==> config.mk <==
export PLATFORM = sky130hd
export DESIGN_NAME = interrogation_scheduler_flat
export DESIGN_NICKNAME = d
export VERILOG_FILES = /design/src/rtl/interrogation_scheduler_if.sv /design/src/rtl/interrogation_scheduler.sv /design/src/flat_wrapper.sv
export SDC_FILE = /design/constraint.sdc
export NUM_CORES = 1
export LEC_CHECK = 0
export BUFFER_PORTS_ARGS = -buffer_cell sky130_fd_sc_hd__buf_4
export CORE_ASPECT_RATIO = 0.7
export CORE_MARGIN = 8
export CORE_UTILIZATION = 35
export DETAILED_ROUTE_END_ITERATION = 7
export SYNTH_ARGS = -nofsm -noshare
export SYNTH_HDL_FRONTEND = slang
export SYNTH_SLANG_ARGS = --single-unit
==> constraint.sdc <==
create_clock -name clk -period 2.16 [get_ports clk]
set_input_delay 0.324 -clock clk [delete_from_list [all_inputs] [get_ports clk]]
set_output_delay 0.324 -clock clk [all_outputs]
set_load 0.01 [all_outputs]
==> src/rtl/interrogation_scheduler_if.sv <==
`timescale 1ns/1ps
// Control and handshake bundle shared by the register block, the interrogation
// scheduler and the SSR pulse generator.
interface interrogation_scheduler_if;
    logic        enable;
    logic [15:0] pattern_cfg;
    logic [2:0]  pattern_len;
    logic        no_p2_cfg;
    logic        err_clr;
    logic        start_STC;
    logic [3:0]  mode;
    logic        no_P2;
    logic        oddeven;
    logic        stop;
    logic        busy;
    logic [2:0]  slot;
    logic        err_timeout;
    logic        err_overrun;

    modport master (
        output enable, pattern_cfg, pattern_len, no_p2_cfg, err_clr, start_STC,
        input  mode, no_P2, oddeven, stop, busy, slot, err_timeout, err_overrun
    );

    modport slave (
        input  enable, pattern_cfg, pattern_len, no_p2_cfg, err_clr, start_STC,
        output mode, no_P2, oddeven, stop, busy, slot, err_timeout, err_overrun
    );
endinterface

==> src/rtl/interrogation_scheduler.sv <==
`timescale 1ns/1ps
// Steps the pulse generator through the mode interlace pattern once per PRI,
// times the listening window and supervises STC timeout and PRI overrun.
module interrogation_scheduler #(
    parameter int unsigned PRI_CYCLES    = 5000,
    parameter int unsigned LISTEN_CYCLES = 4000,
    parameter int unsigned STC_TIMEOUT   = 1023
) (
    input  logic                     clk,
    input  logic                     rst,
    interrogation_scheduler_if.slave bus
);

    typedef enum logic [2:0] {
        S_IDLE,
        S_ARM,
        S_WAIT_STC,
        S_LISTEN,
        S_STOP,
        S_WAIT_PRI
    } state_e;

    localparam logic [15:0] PRI_LAST    = 16'(PRI_CYCLES - 1);
    localparam logic [15:0] LISTEN_LAST = 16'(LISTEN_CYCLES - 1);
    localparam logic [15:0] STC_LIMIT   = 16'(STC_TIMEOUT);

    state_e      state_q;
    logic [15:0] pri_cnt_q, pri_cnt_d;
    logic [15:0] phase_cnt_q;
    logic [15:0] shadow_cfg_q;
    logic [2:0]  shadow_len_q;
    logic        shadow_no_p2_q;
    logic [2:0]  slot_q;
    logic        first_q;
    logic        pending_q;
    logic [3:0]  mode_q;
    logic        no_p2_q;
    logic        oddeven_q;
    logic        stop_q;
    logic        busy_q;
    logic        err_timeout_q, err_timeout_d;
    logic        err_overrun_q, err_overrun_d;
    logic        pri_wrap;
    logic        timeout_hit;
    logic        overrun_hit;
    logic [3:0]  slot_mode;

    always_comb begin
        pri_wrap      = (pri_cnt_q == PRI_LAST);
        timeout_hit   = (state_q == S_WAIT_STC) && !bus.start_STC && (phase_cnt_q == STC_LIMIT);
        overrun_hit   = (state_q != S_IDLE) && (state_q != S_WAIT_PRI) && pri_wrap;
        pri_cnt_d     = ((state_q == S_IDLE) || pri_wrap) ? 16'd0 : pri_cnt_q + 16'd1;
        // A clear wins over a set landing in the same cycle.
        err_timeout_d = (err_timeout_q | timeout_hit) & ~bus.err_clr;
        err_overrun_d = (err_overrun_q | overrun_hit) & ~bus.err_clr;
        slot_mode     = 4'b0001 << shadow_cfg_q[{slot_q, 1'b0} +: 2];
    end

    // NOTE: state and outputs use non-blocking assignments so every register samples
    // pre-edge values; the synchronous reset covers every register, shadows included.
    always_ff @(posedge clk) begin
        if (rst) begin
            state_q        <= S_IDLE;
            pri_cnt_q      <= '0;
            phase_cnt_q    <= '0;
            shadow_cfg_q   <= '0;
            shadow_len_q   <= '0;
            shadow_no_p2_q <= 1'b0;
            slot_q         <= '0;
            first_q        <= 1'b0;
            pending_q      <= 1'b0;
            mode_q         <= '0;
            no_p2_q        <= 1'b0;
            oddeven_q      <= 1'b0;
            stop_q         <= 1'b0;
            busy_q         <= 1'b0;
            err_timeout_q  <= 1'b0;
            err_overrun_q  <= 1'b0;
        end else begin
            pri_cnt_q     <= pri_cnt_d;
            err_timeout_q <= err_timeout_d;
            err_overrun_q <= err_overrun_d;
            stop_q        <= 1'b0;
            if (overrun_hit) begin
                pending_q <= 1'b1;
            end

            unique case (state_q)
                S_IDLE: begin
                    if (bus.enable) begin
                        state_q        <= S_ARM;
                        busy_q         <= 1'b1;
                        shadow_cfg_q   <= bus.pattern_cfg;
                        shadow_len_q   <= bus.pattern_len;
                        shadow_no_p2_q <= bus.no_p2_cfg;
                        slot_q         <= '0;
                        oddeven_q      <= 1'b0;
                        first_q        <= 1'b1;
                        pending_q      <= 1'b0;
                    end
                end

                S_ARM: begin
                    mode_q      <= slot_mode;
                    no_p2_q     <= shadow_no_p2_q;
                    first_q     <= 1'b0;
                    phase_cnt_q <= '0;
                    state_q     <= S_WAIT_STC;
                    if (!first_q) begin
                        oddeven_q <= ~oddeven_q;
                    end
                end

                S_WAIT_STC: begin
                    if (bus.start_STC) begin
                        mode_q      <= '0;
                        no_p2_q     <= 1'b0;
                        phase_cnt_q <= '0;
                        state_q     <= S_LISTEN;
                    end else if (phase_cnt_q == STC_LIMIT) begin
                        stop_q  <= 1'b1;
                        state_q <= S_STOP;
                    end else begin
                        phase_cnt_q <= phase_cnt_q + 16'd1;
                        // Request drops after STC_TIMEOUT cycles; the stop follows one cycle later.
                        if (phase_cnt_q + 16'd1 == STC_LIMIT) begin
                            mode_q  <= '0;
                            no_p2_q <= 1'b0;
                        end
                    end
                end

                S_LISTEN: begin
                    if (phase_cnt_q == LISTEN_LAST) begin
                        stop_q  <= 1'b1;
                        state_q <= S_STOP;
                    end else begin
                        phase_cnt_q <= phase_cnt_q + 16'd1;
                    end
                end

                S_STOP: begin
                    state_q <= S_WAIT_PRI;
                    if (slot_q == shadow_len_q) begin
                        slot_q         <= '0;
                        shadow_cfg_q   <= bus.pattern_cfg;
                        shadow_len_q   <= bus.pattern_len;
                        shadow_no_p2_q <= bus.no_p2_cfg;
                    end else begin
                        slot_q <= slot_q + 3'd1;
                    end
                end

                S_WAIT_PRI: begin
                    if (!bus.enable) begin
                        state_q   <= S_IDLE;
                        busy_q    <= 1'b0;
                        pending_q <= 1'b0;
                    end else if (pending_q || pri_wrap) begin
                        state_q   <= S_ARM;
                        pending_q <= 1'b0;
                    end
                end

                default: begin
                    state_q <= S_IDLE;
                    busy_q  <= 1'b0;
                end
            endcase
        end
    end

    assign bus.mode        = mode_q;
    assign bus.no_P2       = no_p2_q;
    assign bus.oddeven     = oddeven_q;
    assign bus.stop        = stop_q;
    assign bus.busy        = busy_q;
    assign bus.slot        = slot_q;
    assign bus.err_timeout = err_timeout_q;
    assign bus.err_overrun = err_overrun_q;

endmodule
==> src/flat_wrapper.sv <==
// flat-port wrapper written by rule: the top's interface ports become plain ports
module interrogation_scheduler_flat 
#(
    parameter int unsigned PRI_CYCLES    = 5000,
    parameter int unsigned LISTEN_CYCLES = 4000,
    parameter int unsigned STC_TIMEOUT   = 1023
)
  (clk, rst, bus_enable, bus_pattern_cfg, bus_pattern_len, bus_no_p2_cfg, bus_err_clr, bus_start_STC, bus_mode, bus_no_P2, bus_oddeven, bus_stop, bus_busy, bus_slot, bus_err_timeout, bus_err_overrun);
  interrogation_scheduler_if bus_i ();
  input  logic clk;
  input  logic rst;
  input wire logic [$bits(bus_i.enable)-1:0] bus_enable;
  input wire logic [$bits(bus_i.pattern_cfg)-1:0] bus_pattern_cfg;
  input wire logic [$bits(bus_i.pattern_len)-1:0] bus_pattern_len;
  input wire logic [$bits(bus_i.no_p2_cfg)-1:0] bus_no_p2_cfg;
  input wire logic [$bits(bus_i.err_clr)-1:0] bus_err_clr;
  input wire logic [$bits(bus_i.start_STC)-1:0] bus_start_STC;
  output wire logic [$bits(bus_i.mode)-1:0] bus_mode;
  output wire logic [$bits(bus_i.no_P2)-1:0] bus_no_P2;
  output wire logic [$bits(bus_i.oddeven)-1:0] bus_oddeven;
  output wire logic [$bits(bus_i.stop)-1:0] bus_stop;
  output wire logic [$bits(bus_i.busy)-1:0] bus_busy;
  output wire logic [$bits(bus_i.slot)-1:0] bus_slot;
  output wire logic [$bits(bus_i.err_timeout)-1:0] bus_err_timeout;
  output wire logic [$bits(bus_i.err_overrun)-1:0] bus_err_overrun;
  assign bus_i.enable = bus_enable;
  assign bus_i.pattern_cfg = bus_pattern_cfg;
  assign bus_i.pattern_len = bus_pattern_len;
  assign bus_i.no_p2_cfg = bus_no_p2_cfg;
  assign bus_i.err_clr = bus_err_clr;
  assign bus_i.start_STC = bus_start_STC;
  assign bus_mode = bus_i.mode;
  assign bus_no_P2 = bus_i.no_P2;
  assign bus_oddeven = bus_i.oddeven;
  assign bus_stop = bus_i.stop;
  assign bus_busy = bus_i.busy;
  assign bus_slot = bus_i.slot;
  assign bus_err_timeout = bus_i.err_timeout;
  assign bus_err_overrun = bus_i.err_overrun;
  interrogation_scheduler #(.PRI_CYCLES(PRI_CYCLES), .LISTEN_CYCLES(LISTEN_CYCLES), .STC_TIMEOUT(STC_TIMEOUT)) u_core (.clk(clk), .rst(rst), .bus(bus_i));
endmodule
== After elaboration in Yosys (flattened, before gate mapping) ==
Index checks and enable logic that the tools add are counted.
Word-level totals
  input port bits: 25
  register bits after elaboration: 70
Operators by class
  bitwise logic cells: 7
  $add $sub $neg: 3
  equal/unequal tests: 21
  reductions and logical operators: 23
  multiplexer cells: 47
  shift operators: 2
Operators with widths (number)
  2-to-1 mux 16 bit: 5
  one-hot mux 16 bit (3 select lines): 1
  adder 16 x 1 -> 16 bit (second input constant): 2
  equality test 16 x 10 -> 1 bit (second input constant): 2
  one-hot mux 16 bit (2 select lines): 1
  2-to-1 mux 3 bit: 10
  one-hot mux 3 bit (6 select lines): 1
  equality test 16 x 12 -> 1 bit (second input constant): 1
  equality test 16 x 13 -> 1 bit (second input constant): 1
  2-to-1 mux 1 bit: 16
  variable part select 16 x 5 -> 2 bit: 1
  AND reduction 3 bit: 5
  2-to-1 mux 4 bit: 3
  != test 3 bit (second input constant): 4
  one-hot mux 1 bit (2 select lines): 6
  one-hot mux 3 bit (2 select lines): 2
  != test 2 bit (second input constant): 4
  one-hot mux 4 bit (2 select lines): 1
  equality test 3 x 2 -> 1 bit (second input constant): 2
  equality test 3 bit (second input constant): 2
  nonzero test 2 bit: 3
  nonzero test 3 bit: 2
  logical AND 1 bit: 4
  != test 2 x 1 -> 1 bit (second input constant): 2
  other kinds (16): 22

== Longest topological paths before layout ==
  depth after elaboration: 7
  depth in mapped cells: 9

== Least setup slack after synthesis ==
Ideal clock, no wire load.
  path kind: reg-to-reg
  start point: register u_core.phase_cnt_q[1]
  end point: register u_core.phase_cnt_q[5]
  buffers on the path: 1
  setup slack: 88 ps
  stages on the path, launching flop included: 9
  data required time: 2046 ps
  arrival: 1958 ps
  cell sequence: dfxtp_1 ha_1 nand3_1 nor3_1 a211o_2 a21oi_2 buf_6 a22o_1 a21o_1
Between the ends
  cells in the longest elaborated chain, start to end: 4
Ends and longest elaborated chain
  start, declared: line interrogation_scheduler.sv:29  | logic [15:0] phase_cnt_q;
  start signal, assigned: line interrogation_scheduler.sv:124  | phase_cnt_q <= phase_cnt_q + 16'd1;
  start signal, assigned: line interrogation_scheduler.sv:138  | phase_cnt_q <= phase_cnt_q + 16'd1;
  adder 16 x 1 -> 16 bit: line interrogation_scheduler.sv:124, interrogation_scheduler.sv:138
  2-to-1 mux 16 bit: line interrogation_scheduler.sv:120  | end else if (phase_cnt_q == STC_LIMIT) begin
  2-to-1 mux 16 bit: line interrogation_scheduler.sv:115  | if (bus.start_STC) begin
  one-hot mux 16 bit (3 select lines): line interrogation_scheduler.sv:88  | unique case (state_q)
Parallel ways exist; a longest one is shown, timed or not. The select of a mux whose other input is x is not followed.
A chain may end at the register's enable or synchronous reset.

== Final worst setup path ==
  start point: register u_core.phase_cnt_q[7]
  end point: register u_core.phase_cnt_q[13]
Same word-level chain as after synthesis.

==> impl_metrics.toml <==
[critical_path]
worstSetupPathType = "flip-flop to flip-flop"
r2r_setup_slack_ns = 0.04
crit_path_start_kind = "flip-flop"
worst_ep_arrival_time_ns = 2.34
crit_path_end_kind = "flip-flop"
critPathRequiredTime_ns = 2.38
crit_path_max_fanout = 22

[timing]
min_period_over_period_pct = 98.36
fin_skew_ns = 0.005294
min_period_ns = 2.125
holdWs_ns = 0.1709
setup_viol = 0
fmax_ghz = 0.4707
worst_slew_pin_slew_ns = 0.7138
grt_setup_unrepaired = "yes"
slew_headroom_pct = 52.36
final_max_slew_viol_count = 0
hold_viol_final = 0

[global_route]
grt_pass1_vias = 2888
track_usage_pct = 13.22
grt_max_degree = 34
antenna_found_initial = 0
grt_pass1_wl_mm = 14.46
gr-total-overflow = 0

[synth]
muxShareOfSynthArea_pct = 11.47
synth_top_family_by_area = "simple AND/OR/NAND/NOR gates"
synth_flop_cell = "dfxtp_1"
netlist_top_cells_count = "dfxtp_1, nor2_1, mux2i_1"
syn_area_mm2 = 0.003588
synth_compound_area_share_pct = 13.18
synth-seq-cells = 70
asyncSetResetFlopFracSynth_pct = 0
synth.most_common_cell = "dfxtp_1"
synthAdderAreaFrac_pct = 1.395
synth-simple-area-share_pct = 24.02
synth_edf_count = 0
synth-xor-area-share_pct = 5.614
synth_area_leaders = "dfxtp_1, mux2i_1, nor2_1"
syn_nets = 442
yosysUniqueCellTypes = 54
synth_seq_area_share_pct = 39.05
postSynthAreaPerCell_um2 = 8.689
yosysTopAreaCell = "dfxtp_1"
synth.top_cell.area_share_pct = 39.05
ys_warn_count = 0
syn_inst = 413

[detailed_routing]
drtIter0Drc = 284
drt-total-wl_mm = 9.125
wl_per_cell_um = 14.96
drt-pass1-iter-count = 4
num_vias = 3232
drtAntennaViolNets = 0
viasPerCell = 5.298
drc_errors = 0

[outcome]
outcome = "completed"

[power]
powerDensity_mw_per_mm2 = 735.2
ir_drop_mv = 0.5447
total_power_mw = 3.393
cellLeakagePower_nw = 1.775

[floorplan]
rows = 31
die_w_um = 137.0
ioPinCount = 38
core_area_mm2 = 0.01016
initial_utilization_pct = 35.31
fp.dieH_um = 100.7
die_area_mm2 = 0.01380

[placement]
placed_cells = 592
io_buffers = 37
routabilityCongestion = 0.9204
hpwl_mm = 6.762

[clock_network]
clk_latency_ns = 0.33
numCtsBuffers = 9
cts-root-buf = "clkbuf_16"
htree_levels = 3
cts_sinks = 70
clk_transition_reported_paths_ns = 0.06
clk_path_buf_depth = 2
holdBufCountCts = 0
cts_tree = "built"

[layout]
layout.nets = 503
fin_cells = 610
diodes = 0
areaGrowthSynthToFinish_pct = 28.59
drive_above_1_share_pct = 26.99

[run]
drv_cap = 0

[hold_path]
worstHoldPathType = "input pin to flip-flop"
[cell usage in the layout, fill, tap and decap left out, types with 3 or more instances in the layout]
master	synthesis	routed
ha_1	4	4
nand4_1	6	6
mux4_2	4	4
nor3_1	19	13
a21o_1	3	3
nor2b_1	3	3
nor4_1	7	5
dfxtp_2	0	4
mux2i_1	31	31
inv_1	10	10
dfxtp_1	70	64
xor2_1	14	14
nor2_1	59	57
o21ai_0	9	9
nand2b_1	4	4
and3_1	7	7
a21oi_1	18	18
a32o_1	4	4
a31oi_1	6	6
xnor2_1	9	9
nand3b_1	4	4
clkbuf_16	0	9
buf_4	0	77
a22oi_1	9	9
nand3_1	19	18
a22o_1	5	5
nor3_2	0	6
buf_12	0	3
nand2_1	26	26
[power by group]
part           total [mW]  leakage [nW]  switching [mW]  internal [mW]
clock network        1.44         0.141           0.525          0.914
logic               0.549          1.06           0.287          0.262
registers            1.40         0.572          0.0483           1.36
total                3.39          1.78           0.860           2.53
[state kept, by name (all words and copies together) (netlist names)]
| register | flops |
|---|---|
| u_core.bus.busy | 1 |
| u_core.bus.err_overrun | 1 |
| u_core.bus.err_timeout | 1 |
| u_core.bus.mode | 4 |
| u_core.bus.no_P2 | 1 |
| u_core.bus.oddeven | 1 |
| u_core.bus.slot | 3 |
| u_core.bus.stop | 1 |
| u_core.first_q | 1 |
| u_core.pending_q | 1 |
| u_core.phase_cnt_q | 16 |
| u_core.pri_cnt_q | 16 |
| u_core.shadow_cfg_q | 16 |
| u_core.shadow_len_q | 3 |
| u_core.shadow_no_p2_q | 1 |
| u_core.state_q | 3 |
[final cells by class]
| class | count | area, um2 |
|---|---|---|
| Fill cell | 996 | 5548 |
| Multi-Input combinational cell | 303 | 2069 |
| Sequential cell | 70 | 1414 |
| Timing Repair Buffer | 80 | 638.1 |
| Clock buffer | 11 | 242.7 |
| Tap cell | 132 | 165.2 |
| Clock inverter | 4 | 47.55 |
| Inverter | 10 | 37.54 |
[routing by layer]
layer  vias to the layer above  global-route usage, %  wire length [um]
met5                         -                      0                 0
met4                         0                  4.077                95
met3                        10                  4.482               642
met2                        98                  17.76              3729
met1                      1524                  19.09              4657
li1                       1600                      -                 -
[metrics by stage]
step | util [%] | area (um2) | setup TNS, ns | setup slack, ns
2_1_floorplan | - | 3588 | 0 | 0.08781
3_3_place_gp | 41.55 | 4223 | -0.05907 | -0.01965
3_5_place_dp | 41.55 | 4223 | 0 | 0.05663
4_1_cts | 44.41 | 4513 | 0 | 0.008533
5_1_grt | 45.41 | 4614 | -0.02153 | -0.02153
6_report | 45.41 | 4614 | 0 | 0.03535
[timing repair]
action                     in CTS  in global routing
setup endpoints to repair       0                 23
setup buffers                   0                  3
gates resized for setup         0                 22
[critical path: stages (launching register included)]
cell and delay (ns):
dfxtp_4 0.37, or4bb_4 0.55, nor4_4 0.29, or2b_4 0.18, a21oi_2 0.07, buf_12 0.16
a22o_1 0.18, a22o_1 0.22
[kinds of logic (layout without fill, tap and decap cells)]
logic type      after synthesis  after routing
simple gates                171            171
flops                        70             70
compound gates               69             69
buf+inv                      40            105
mux                          36             36
xor+xnor                     23             23
fa+ha+maj                     4              4
[final timing paths]
check                                startpoint                                   to  cells past startpoint
max          u_core.phase_cnt_q[7]$_SDFFE_PP0P_  u_core.phase_cnt_q[13]$_SDFFE_PP0P_                      7
min                                 bus_err_clr    u_core.bus.err_timeout$_SDFF_PP0_                      2
max reg2reg  u_core.phase_cnt_q[7]$_SDFFE_PP0P_  u_core.phase_cnt_q[13]$_SDFFE_PP0P_                      7
min reg2reg      u_core.pri_cnt_q[0]$_SDFF_PP0_       u_core.pri_cnt_q[0]$_SDFF_PP0_                      1
Power figures use the tool's default switching activity.
